`src/rtl/wb_port_arbiter.sv`:
```
`timescale 1ns/1ps
// wb_port_arbiter
//
// Shares the single register-file write port between the in-order pipeline's
// writeback result and results returned by a multi-cycle execution unit.
// Multi-cycle results are queued in a small FIFO. Pipeline writes win by
// default. Once the FIFO head has been passed over STARVE_MAX times, it is
// forced through and the pipeline is stalled for one cycle.
//
// Ports
//   clk, reset          clock, synchronous active-high reset
//   pipe_valid/pipe_we  writeback stage holds a register-writing instruction
//   pipe_rd/pipe_data   writeback destination and data
//   pipe_stall          pipeline must hold its writeback inputs this cycle
//   mc_valid/mc_rd/mc_data  multi-cycle unit result (valid/ready handshake)
//   mc_ready            FIFO can accept a result
//   rf_we/rf_waddr/rf_wdata registered register-file write port
module wb_port_arbiter #(
    parameter int DEPTH      = 2,
    parameter int STARVE_MAX = 4,
    parameter int DATA_W     = 32
) (
    input  logic              clk,
    input  logic              reset,
    input  logic              pipe_valid,
    input  logic              pipe_we,
    input  logic [4:0]        pipe_rd,
    input  logic [DATA_W-1:0] pipe_data,
    output logic              pipe_stall,
    input  logic              mc_valid,
    input  logic [4:0]        mc_rd,
    input  logic [DATA_W-1:0] mc_data,
    output logic              mc_ready,
    output logic              rf_we,
    output logic [4:0]        rf_waddr,
    output logic [DATA_W-1:0] rf_wdata
);
    localparam int AW = $clog2(DEPTH);
    localparam int WW = $clog2(STARVE_MAX + 1);
    localparam logic [AW:0]   FULL_CNT = (AW+1)'(DEPTH);
    localparam logic [WW-1:0] WAIT_MAX = WW'(STARVE_MAX);

    logic [4:0]        rd_mem   [DEPTH];
    logic [DATA_W-1:0] data_mem [DEPTH];
    logic [AW-1:0]     head;
    logic [AW-1:0]     tail;
    logic [AW:0]       count;
    logic [WW-1:0]     wait_cnt;

    logic pw, empty, full, starved, grant_pipe, pop, push;

    logic              vld_p1;
    logic [4:0]        waddr_p1;
    logic [DATA_W-1:0] wdata_p1;

    function automatic logic [WW-1:0] wait_sat_inc(input logic [WW-1:0] v);
        return (v >= WAIT_MAX) ? WAIT_MAX : v + WW'(1);
    endfunction

    // Stage 0: grant decision, combinational from registered FIFO state
    always_comb begin
        pw         = pipe_valid && pipe_we;
        empty      = (count == '0);
        full       = (count == FULL_CNT);
        // Forced grant: the head has waited long enough and the pipe is contending.
        starved    = !empty && pw && (wait_cnt >= WAIT_MAX);
        grant_pipe = pw && !starved;
        pop        = !empty && (!pw || starved);
        push       = mc_valid && mc_ready;
    end

    assign mc_ready   = !full && !reset;
    assign pipe_stall = starved && !reset;

    always_ff @(posedge clk) begin
        if (push) begin
            rd_mem[tail]   <= mc_rd;
            data_mem[tail] <= mc_data;
        end
    end

    always_ff @(posedge clk) begin
        if (reset) begin
            head     <= '0;
            tail     <= '0;
            count    <= '0;
            wait_cnt <= '0;
        end else begin
            if (push) tail <= tail + AW'(1);
            if (pop)  head <= head + AW'(1);
            case ({push, pop})
                2'b10:   count <= count + (AW+1)'(1);
                2'b01:   count <= count - (AW+1)'(1);
                default: count <= count;
            endcase
            // Only a head that is actually being passed over accumulates wait.
            if (pop || empty)
                wait_cnt <= '0;
            else if (grant_pipe)
                wait_cnt <= wait_sat_inc(wait_cnt);
        end
    end

    // Stage 1: registered register-file write port
    always_ff @(posedge clk) begin
        if (reset) begin
            vld_p1   <= 1'b0;
            waddr_p1 <= '0;
            wdata_p1 <= '0;
        end else if (grant_pipe) begin
            vld_p1   <= 1'b1;
            waddr_p1 <= pipe_rd;
            wdata_p1 <= pipe_data;
        end else if (pop) begin
            vld_p1   <= 1'b1;
            waddr_p1 <= rd_mem[head];
            wdata_p1 <= data_mem[head];
        end else begin
            vld_p1   <= 1'b0;
        end
    end

    assign rf_we    = vld_p1;
    assign rf_waddr = waddr_p1;
    assign rf_wdata = wdata_p1;

endmodule

```
`config.mk`:
```
export PLATFORM = sky130hd
export DESIGN_NAME = wb_port_arbiter
export DESIGN_NICKNAME = d
export VERILOG_FILES = /design/src/rtl/wb_port_arbiter.sv
export SDC_FILE = /design/constraint.sdc
export NUM_CORES = 1
export LEC_CHECK = 0
export CAP_MARGIN = 20
export CORE_ASPECT_RATIO = 1.1
export CORE_MARGIN = 1
export CORE_UTILIZATION = 52
export DETAILED_ROUTE_END_ITERATION = 8
export PLACE_DENSITY = 0.95
export SLEW_MARGIN = 20
export SYNTH_ARGS = -nofsm -noshare
export SYNTH_HDL_FRONTEND = slang
export SYNTH_SLANG_ARGS = --single-unit
```
`constraint.sdc`:
```
create_clock -name clk -period 5.7 [get_ports clk]
set_input_delay 1.14 -clock clk [delete_from_list [all_inputs] [get_ports clk]]
set_output_delay 1.14 -clock clk [all_outputs]
set_load 0.05 [all_outputs]
```
==> flow_metrics.env, run 1 <==
export IMPL_finalHoldViolCount=0
export IMPL_cts_buffers=17
export IMPL_core_mm2=0.008408
export IMPL_ys_seq_area_share_pct=69.57
export IMPL_timing_final_crit_share_pct=76.28
export IMPL_via_per_inst=5.686
export IMPL_fmax_ghz=0.2300
export IMPL_place_hpwl_um=6599
export IMPL_syn_avg_cell_area_um2=15.01
export IMPL_cts_max_level=4
export IMPL_p_leak_nw=2.165
export IMPL_synth_seq_cells=120
export IMPL_syn_to_final_growth_pct=39.30
export IMPL_clkSinkCount=120
export IMPL_synth_main_ff_cell="edfxtp_1"
export IMPL_status="completed"
export IMPL_ant_nets=0
export IMPL_dieArea_mm2=0.009066
export IMPL_finalCriticalPeriod_ns=4.348
export IMPL_clk_pin_slew_ns=0.06
export IMPL_start_kind="primary input"
export IMPL_die_h_um=99.76
export IMPL_async_flop_share_pct=0
export IMPL_clk_latency_ns=0.50
export IMPL_wl_per_cell_um=18.98
export IMPL_final_common_cell="clkdlybuf4s50_1"
export IMPL_layout_common_cells="clkdlybuf4s50_1, edfxtp_1, dfxtp_1"
export IMPL_antenna_found_initial=0
export IMPL_synth_edf_count=74
export IMPL_grt_usage_pct=23.99
export IMPL_die_x_um=90.88
export IMPL_tightest_slew_ns=0.9288
export IMPL_final_core_util_pct=74.85
export IMPL_first_pass_iters=5
export IMPL_grt_pass1_vias=3223
export IMPL_maxCapViolations=0
export IMPL_critPathCaptureType="primary output"
export IMPL_antenna_cells=0
export IMPL_final_setup_viol_count=0
export IMPL_netlist_area_mm2=0.004518
export IMPL_crit_required_ns=4.56
export IMPL_rsz0062_at_grt="false"
export IMPL_grt_max_degree=41
export IMPL_timing_setup_tns_ns=0
export IMPL_clock_path_buffers=2
export IMPL_cts_tree="yes"
export IMPL_slew_violations=0
export IMPL_rrSetupSlack_ns=3.63
export IMPL_drt_initial_drc_count=132
export IMPL_ctsHoldBuffers=0
export IMPL_crit_chain="clkdlybuf4s50_1, o21bai_2, nor3_1, clkdlybuf4s50_1"
export IMPL_cp_common_cell="clkdlybuf4s50_1"
export IMPL_yosys_cell_types_count=34
export IMPL_cts_root_buf="clkbuf_8"
export IMPL_nets=503
export IMPL_cts_resized=0
export IMPL_hold_class="flop to flop"
export IMPL_route_detailed_drc=0
export IMPL_syn_inst=301
export IMPL_port_buffers=118
export IMPL_finClkSkew_ns=0.009537
export IMPL_place_gp_congestion=0.7915
export IMPL_vias=3099
export IMPL_crit_type="primary input to primary output"
export IMPL_critPathSlowestCell="clkdlybuf4s50_1"
export IMPL_powerDensity_mw_per_mm2=489.0
export IMPL_ir_worst_vdd_mv=0.3207
export IMPL_drive_gt1_share_pct=9.908
export IMPL_overflow=0
export IMPL_syn_num_nets=383
export IMPL_worstPathArrival_ns=3.21
export IMPL_cp_slowest_stage_delay_ns=0.83
export IMPL_cp_max_fo=17
export IMPL_boundaryPins=119
export IMPL_drt_wl_total_um=10340
export IMPL_rows=35
export IMPL_ys_warn_count=0
export IMPL_start_util_pct=53.74
export IMPL_relSlewSlack_pct=38.08
export IMPL_cts_setup_buffers=0
export IMPL_grt_pass1_wl_um=16200
## kinds of logic (layout without fill, tap and decap cells)
kind of cell | after synthesis | count (layout) | share of synthesized area, %
buffers and inverters | 27 | 160 | 3.655
flip-flops | 120 | 120 | 69.57
AND/OR/NAND/NOR | 65 | 65 | 7.948
XOR/XNOR | 2 | 2 | 0.3878
adder cells (fa/ha/maj) | 3 | 3 | 0.8309
AO/OA/AOI/OAI | 47 | 47 | 9.415
multiplexers | 37 | 37 | 8.197
## cell type report
cell class,count,area [um2]
clock buffer,21,460.4
clock inverter,11,96.34
fill,541,2115
inverter,5,18.77
multi-input combinational,154,1214
sequential,120,3147
tap,111,138.9
timing repair buffer,123,1219
## power breakdown
| part | total [mW] | leakage (nW) | internal, mW | switching (mW) |
|---|---|---|---|---|
| registers | 1.20 | 1.06 | 1.07 | 0.137 |
| logic | 0.893 | 0.833 | 0.363 | 0.530 |
| clock network | 0.981 | 0.274 | 0.614 | 0.367 |
| total | 3.08 | 2.16 | 2.04 | 1.03 |
## worst max-delay path, delay by kind of cell
kind | cells | cell delay, ns
AOI/OAI and AO/OA | 1 | 0.36
buffers and inverters | 2 | 1.55
and+or+nand+nor | 1 | 0.15
## registers in the layout, indices dropped and copies added (netlist names), named ones only
signal    flops
count         2
data_mem     64
head          1
rd_mem       10
rf_waddr      5
rf_wdata     32
rf_we         1
tail          1
wait_cnt      3
## cells in the mapped netlist (3+ instances only)
| cell | instances | area share [%] |
|---|---|---|
| edfxtp_1 | 74 | 49 |
| dfxtp_1 | 46 | 20 |
| mux2i_1 | 37 | 8.2 |
| nor3_1 | 35 | 3.9 |
| a221o_1 | 33 | 7.3 |
| buf_2 | 15 | 1.7 |
| or3_1 | 6 | 0.83 |
| inv_1 | 5 | 0.42 |
| nand2_1 | 5 | 0.42 |
| nor2_1 | 5 | 0.42 |
| a21oi_1 | 4 | 0.44 |
| a31oi_1 | 4 | 0.55 |
| buf_6 | 4 | 1.0 |
| nand4_1 | 4 | 0.55 |
| ha_1 | 3 | 0.83 |
## path summary, 6_finish.rpt
check                            from                   endpoint  depth (start not counted)
max                             reset                 pipe_stall                          4
min          wait_cnt[0]$_SDFFE_PP0N_   wait_cnt[0]$_SDFFE_PP0N_                          1
max reg2reg     count[1]$_SDFFE_PP0P_  rf_wdata[22]$_SDFFE_PP0P_                          4
min reg2reg  wait_cnt[0]$_SDFFE_PP0N_   wait_cnt[0]$_SDFFE_PP0N_                          1
## metal layers
metal,share of wire (%),vias to the layer above,GRT usage (%)
met2,55,115,43.47
met1,37,1531,26.46
met5,0,-,0
li1,-,1430,-
met4,2.7,0,11.48
met3,5.8,23,5.887
## stage by stage
stage / hold WS, ns / worst slack, ns / area (um2) / std cells / power [mW]
6_report: 0.4761 / 1.352 / 6294 / 545 / 3.078
3_3_place_gp: 0.4522 / 1.386 / 5734 / 513 / 2.074
3_5_place_dp: 0.4671 / 1.360 / 5734 / 513 / 2.111
2_1_floorplan: 0.4307 / 1.791 / 4518 / 301 / 1.806
5_1_grt: 0.5130 / 1.248 / 6294 / 545 / 3.199
4_1_cts: 0.4836 / 1.364 / 6291 / 545 / 3.096
(Power assumes the default switching activity.)
==> inputs of run 2 (changes only) <==
CORE_UTILIZATION = 48   (was 52)
PLACE_DENSITY = 0.9   (was 0.95)
clock period = 4.2 ns   (was 5.7 ns; I/O delays follow)
==> flow_metrics.env, run 2 (synthesis gave the netlist of run 1 again) <==
export IMPL_status="completed"
export IMPL_pwr_share_clk_pct=32.4
export IMPL_comb_power_share_pct=28.7
export IMPL_drive_gt1_share_pct=10.57
export IMPL_start_util_pct=50.15
export IMPL_rsz0062_at_grt="false"
export IMPL_worstPathArrival_ns=2.47
export IMPL_rows=36
export IMPL_slew_violations=0
export IMPL_via_per_inst=5.452
export IMPL_antenna_cells=0
export IMPL_tightest_slew_ns=0.9254
export IMPL_clk_latency_ns=0.51
export IMPL_cts_buffers=17
export IMPL_finClkSkew_ns=0.01710
export IMPL_hold_start="wait_cnt[0]$_SDFFE_PP0N_"
export IMPL_layout_common_cells="clkdlybuf4s50_1, edfxtp_1, dfxtp_1"
export IMPL_first_pass_iters=4
export IMPL_rr_startpoint="count[0]$_SDFFE_PP0P_"
export IMPL_port_buffers=118
export IMPL_p_sw_mw=1.404
export IMPL_place_hpwl_um=6486
export IMPL_relSlewSlack_pct=38.31
export IMPL_cts_root_buf="clkbuf_8"
export IMPL_cts_max_level=4
export IMPL_drt_initial_drc_count=116
export IMPL_clkSinkCount=120
export IMPL_timing_setup_tns_ns=0
export IMPL_rrSetupSlack_ns=2.13
export IMPL_nets=504
export IMPL_powerDensity_mw_per_mm2=660.9
export IMPL_holdPathEnd="wait_cnt[0]$_SDFFE_PP0N_"
export IMPL_largest_register_ffs=64
export IMPL_antenna_found_initial=0
export IMPL_maxCapViolations=0
export IMPL_grt_max_degree=41
export IMPL_dieArea_mm2=0.009805
export IMPL_largest_register="data_mem"
export IMPL_place_gp_congestion=0.7961
export IMPL_power_mw=4.179
export IMPL_p_leak_nw=2.182
export IMPL_cts_tree="yes"
export IMPL_finalHoldViolCount=0
export IMPL_final_common_cell="clkdlybuf4s50_1"
export IMPL_die_x_um=94.51
export IMPL_grt_pass1_vias=3056
export IMPL_boundaryPins=119
export IMPL_final_setup_viol_count=0
export IMPL_ir_worst_vdd_mv=0.3465
export IMPL_overflow=0
export IMPL_switching_share_pct=33.59
export IMPL_timing_final_crit_share_pct=78.71
export IMPL_ff2ff_path_depth=3
export IMPL_ant_nets=0
export IMPL_crit_type="primary input to primary output"
export IMPL_route_detailed_drc=0
export IMPL_crit_required_ns=3.36
export IMPL_cp_max_fo=17
export IMPL_seqPwrFrac_pct=39.0
export IMPL_start_kind="primary input"
export IMPL_drt_wl_total_um=9671
export IMPL_cts_setup_buffers=0
export IMPL_rr_endpoint="data_mem[1][15]$_DFFE_PP_"
export IMPL_ctsHoldBuffers=0
export IMPL_finalCriticalPeriod_ns=3.306
export IMPL_syn_to_final_growth_pct=39.96
export IMPL_critPathCaptureType="primary output"
export IMPL_grt_pass1_wl_um=14970
export IMPL_dp_worst_setup_slack_ns=0.9186
export IMPL_worst_slack_ns=0.8943
export IMPL_hold_class="flop to flop"
export IMPL_clock_path_buffers=2
export IMPL_fmax_ghz=0.3025
export IMPL_cts_resized=0
export IMPL_vias=2993
export IMPL_internal_power_mw=2.775
export IMPL_wl_per_cell_um=17.62
export IMPL_grt_usage_pct=20.41
export IMPL_final_core_util_pct=70.19
export IMPL_die_h_um=103.8
export IMPL_core_mm2=0.009009
export IMPL_min_path_cells=1
export IMPL_clk_pin_slew_ns=0.05
run 2: final cells by class:
| cell class | count | area (um2) |
|---|---|---|
| sequential | 120 | 3147 |
| clock inverter | 11 | 85.08 |
| tap | 114 | 142.6 |
| timing repair buffer | 124 | 1224 |
| clock buffer | 21 | 493.0 |
| inverter | 5 | 18.77 |
| fill | 626 | 2685 |
| multi-input combinational | 154 | 1214 |
run 2: metrics by stage:
stage | cell area, um2 | hold WS, ns | instances
3_3_place_gp | 5743 | 0.4440 | 517
5_1_grt | 6324 | 0.5048 | 549
3_5_place_dp | 5743 | 0.4684 | 517
6_report | 6324 | 0.4846 | 549
2_1_floorplan | 4518 | 0.4307 | 301
4_1_cts | 6321 | 0.4827 | 549
run 2: worst max-delay path: stages:
cell and delay [ns]:
clkdlybuf4s50_1 0.39, buf_4 0.20, nor2_1 0.18, clkdlybuf4s50_1 0.85
run 2: worst max-delay path by stage:
stage	endpoint	slack, ns	cells past startpoint	from
2_1_floorplan	pipe_stall	0.89	4	reset
3_3_place_gp	mc_ready	0.98	4	reset
3_5_place_dp	mc_ready	0.92	4	reset
4_1_cts	mc_ready	0.92	4	reset
5_1_grt	mc_ready	0.87	4	reset
6_report	mc_ready	0.89	4	reset
run 2: layer usage:
metal / global-route usage, % / up-vias / routed length (um)
li1: - / 1430 / -
met1: 23.22 / 1433 / 3929
met2: 35.04 / 115 / 5002
met3: 5.653 / 15 / 536
met4: 9.307 / 0 / 203
met5: 0 / - / 0
run 2: power by group through the flow:
stage | combinational (mW) | clock [mW] | sequential [mW]
after global routing | 1.26 | 1.43 | 1.66
after detailed placement | 1.21 | 0 | 1.65
after floorplan | 0.515 | 0 | 1.94
after global placement | 1.18 | 0 | 1.64
after CTS | 1.21 | 1.38 | 1.63
final | 1.20 | 1.35 | 1.63
==> inputs of run 3 (changes only) <==
CORE_UTILIZATION = 43   (was 48)
PLACE_DENSITY = 0.86   (was 0.9)
clock period = 3 ns   (was 4.2 ns; I/O delays follow)
==> flow_metrics.env, run 3 (synthesis gave the netlist of run 1 again) <==
export IMPL_crit_type="primary input to primary output"
export IMPL_grt_pass1_vias=3104
export IMPL_ir_worst_vdd_mv=0.5473
export IMPL_cts_max_level=4
export IMPL_die_x_um=99.74
export IMPL_drt_initial_drc_count=120
export IMPL_start_util_pct=45.04
export IMPL_power_mw=6.095
export IMPL_grt_pass1_wl_um=15450
export IMPL_first_pass_iters=4
export IMPL_grt_usage_pct=18.86
export IMPL_dieArea_mm2=0.01092
export IMPL_fmax_ghz=0.3941
export IMPL_route_detailed_drc=0
export IMPL_core_mm2=0.01003
export IMPL_clk_pin_slew_ns=0.06
export IMPL_crit_required_ns=2.40
export IMPL_timing_setup_tns_ns=0
export IMPL_dp_cells=545
export IMPL_rsz0062_at_grt="false"
export IMPL_cts_setup_buffers=0
export IMPL_wl_per_cell_um=16.99
export IMPL_rrSetupSlack_ns=1.06
export IMPL_via_per_inst=5.276
export IMPL_clock_path_buffers=2
export IMPL_cts_root_buf="clkbuf_8"
export IMPL_relSlewSlack_pct=51.97
export IMPL_hold_class="flop to flop"
export IMPL_syn_to_final_growth_pct=43.48
export IMPL_powerDensity_mw_per_mm2=940.3
export IMPL_drt_wl_total_um=9806
export IMPL_port_buffers=118
export IMPL_largest_register="data_mem"
export IMPL_rows=38
export IMPL_clk_latency_ns=0.49
export IMPL_ant_nets=0
export IMPL_path_delay_family="buffers and inverters"
export IMPL_finClkSkew_ns=0.01177
export IMPL_tightest_slew_ns=0.7204
export IMPL_layout_common_cells="clkdlybuf4s50_1, edfxtp_1, dfxtp_1"
export IMPL_cp_slowest_stage_delay_ns=0.61
export IMPL_antenna_found_initial=0
export IMPL_final_setup_viol_count=0
export IMPL_cp_max_fo=7
export IMPL_overflow=0
export IMPL_finalCriticalPeriod_ns=2.538
export IMPL_status="completed"
export IMPL_nets=506
export IMPL_cts_resized=0
export IMPL_critPathSlowestCell="clkdlybuf4s50_1"
export IMPL_worst_path_buf_inv=2
export IMPL_start_kind="primary input"
export IMPL_p_leak_nw=2.231
export IMPL_instances_no_fill=577
export IMPL_worstPathArrival_ns=1.94
export IMPL_timing_final_crit_share_pct=84.59
export IMPL_antenna_cells=0
export IMPL_largest_register_ffs=64
export IMPL_die_h_um=109.5
export IMPL_grt_max_degree=40
export IMPL_maxCapViolations=0
export IMPL_critPathCaptureType="primary output"
export IMPL_finalHoldViolCount=0
export IMPL_clkSinkCount=120
export IMPL_boundaryPins=119
export IMPL_crit_chain="clkdlybuf4s50_1, nand2_1, nor3_1, buf_12"
export IMPL_cts_buffers=17
export IMPL_whs_ns=0.4712
export IMPL_drive_gt1_share_pct=11.44
export IMPL_place_hpwl_um=6331
export IMPL_final_common_cell="clkdlybuf4s50_1"
export IMPL_cts_tree="yes"
export IMPL_slew_violations=0
export IMPL_vias=3044
export IMPL_place_gp_congestion=0.7633
export IMPL_ctsHoldBuffers=0
[run 3: layer usage]
metal,vias up,global-route usage [%],share of wire [%]
met5,-,0,0
met4,0,7.353,1.2
met3,10,4.514,5.6
met2,124,33.99,52
met1,1477,21.68,41
li1,1433,-,-
[run 3: stage by stage]
stage,area [um2],utilization [%],worst slack [ns]
5_1_grt,6482,64.62,0.4008
4_1_cts,6482,64.62,0.4496
3_5_place_dp,5864,58.46,0.3829
6_report,6482,64.62,0.4623
2_1_floorplan,4518,-,0.08291
3_3_place_gp,5864,58.46,0.3992
[run 3: where the power goes]
part	switching (mW)	internal, mW
Combinational	1.06	0.729
Sequential	0.214	2.02
Clock	0.681	1.39
[run 3: worst register-to-register path, stage by stage (launching register included)]
cell and delay, ns:
dfxtp_1 0.56, nor2b_1 0.15, or3_1 0.33, ha_1 0.32, or3_1 0.37, a21oi_1 0.14
[run 3: path summary, 6_finish.rpt]
check / endpoint / start / cells after the start
max: pipe_stall / pipe_valid / 4
min reg2reg: wait_cnt[0]$_SDFFE_PP0N_ / wait_cnt[0]$_SDFFE_PP0N_ / 1
max reg2reg: count[1]$_SDFFE_PP0P_ / count[0]$_SDFFE_PP0P_ / 5
min: wait_cnt[0]$_SDFFE_PP0N_ / wait_cnt[0]$_SDFFE_PP0N_ / 1
[run 3: final cells by class]
type / count / area, um2
fill: 736 / 3550
inverter: 5 / 18.77
multi-input combinational: 154 / 1227
tap: 140 / 175.2
sequential: 120 / 3144
clock inverter: 12 / 172.7
timing repair buffer: 126 / 1299
clock buffer: 20 / 445.4
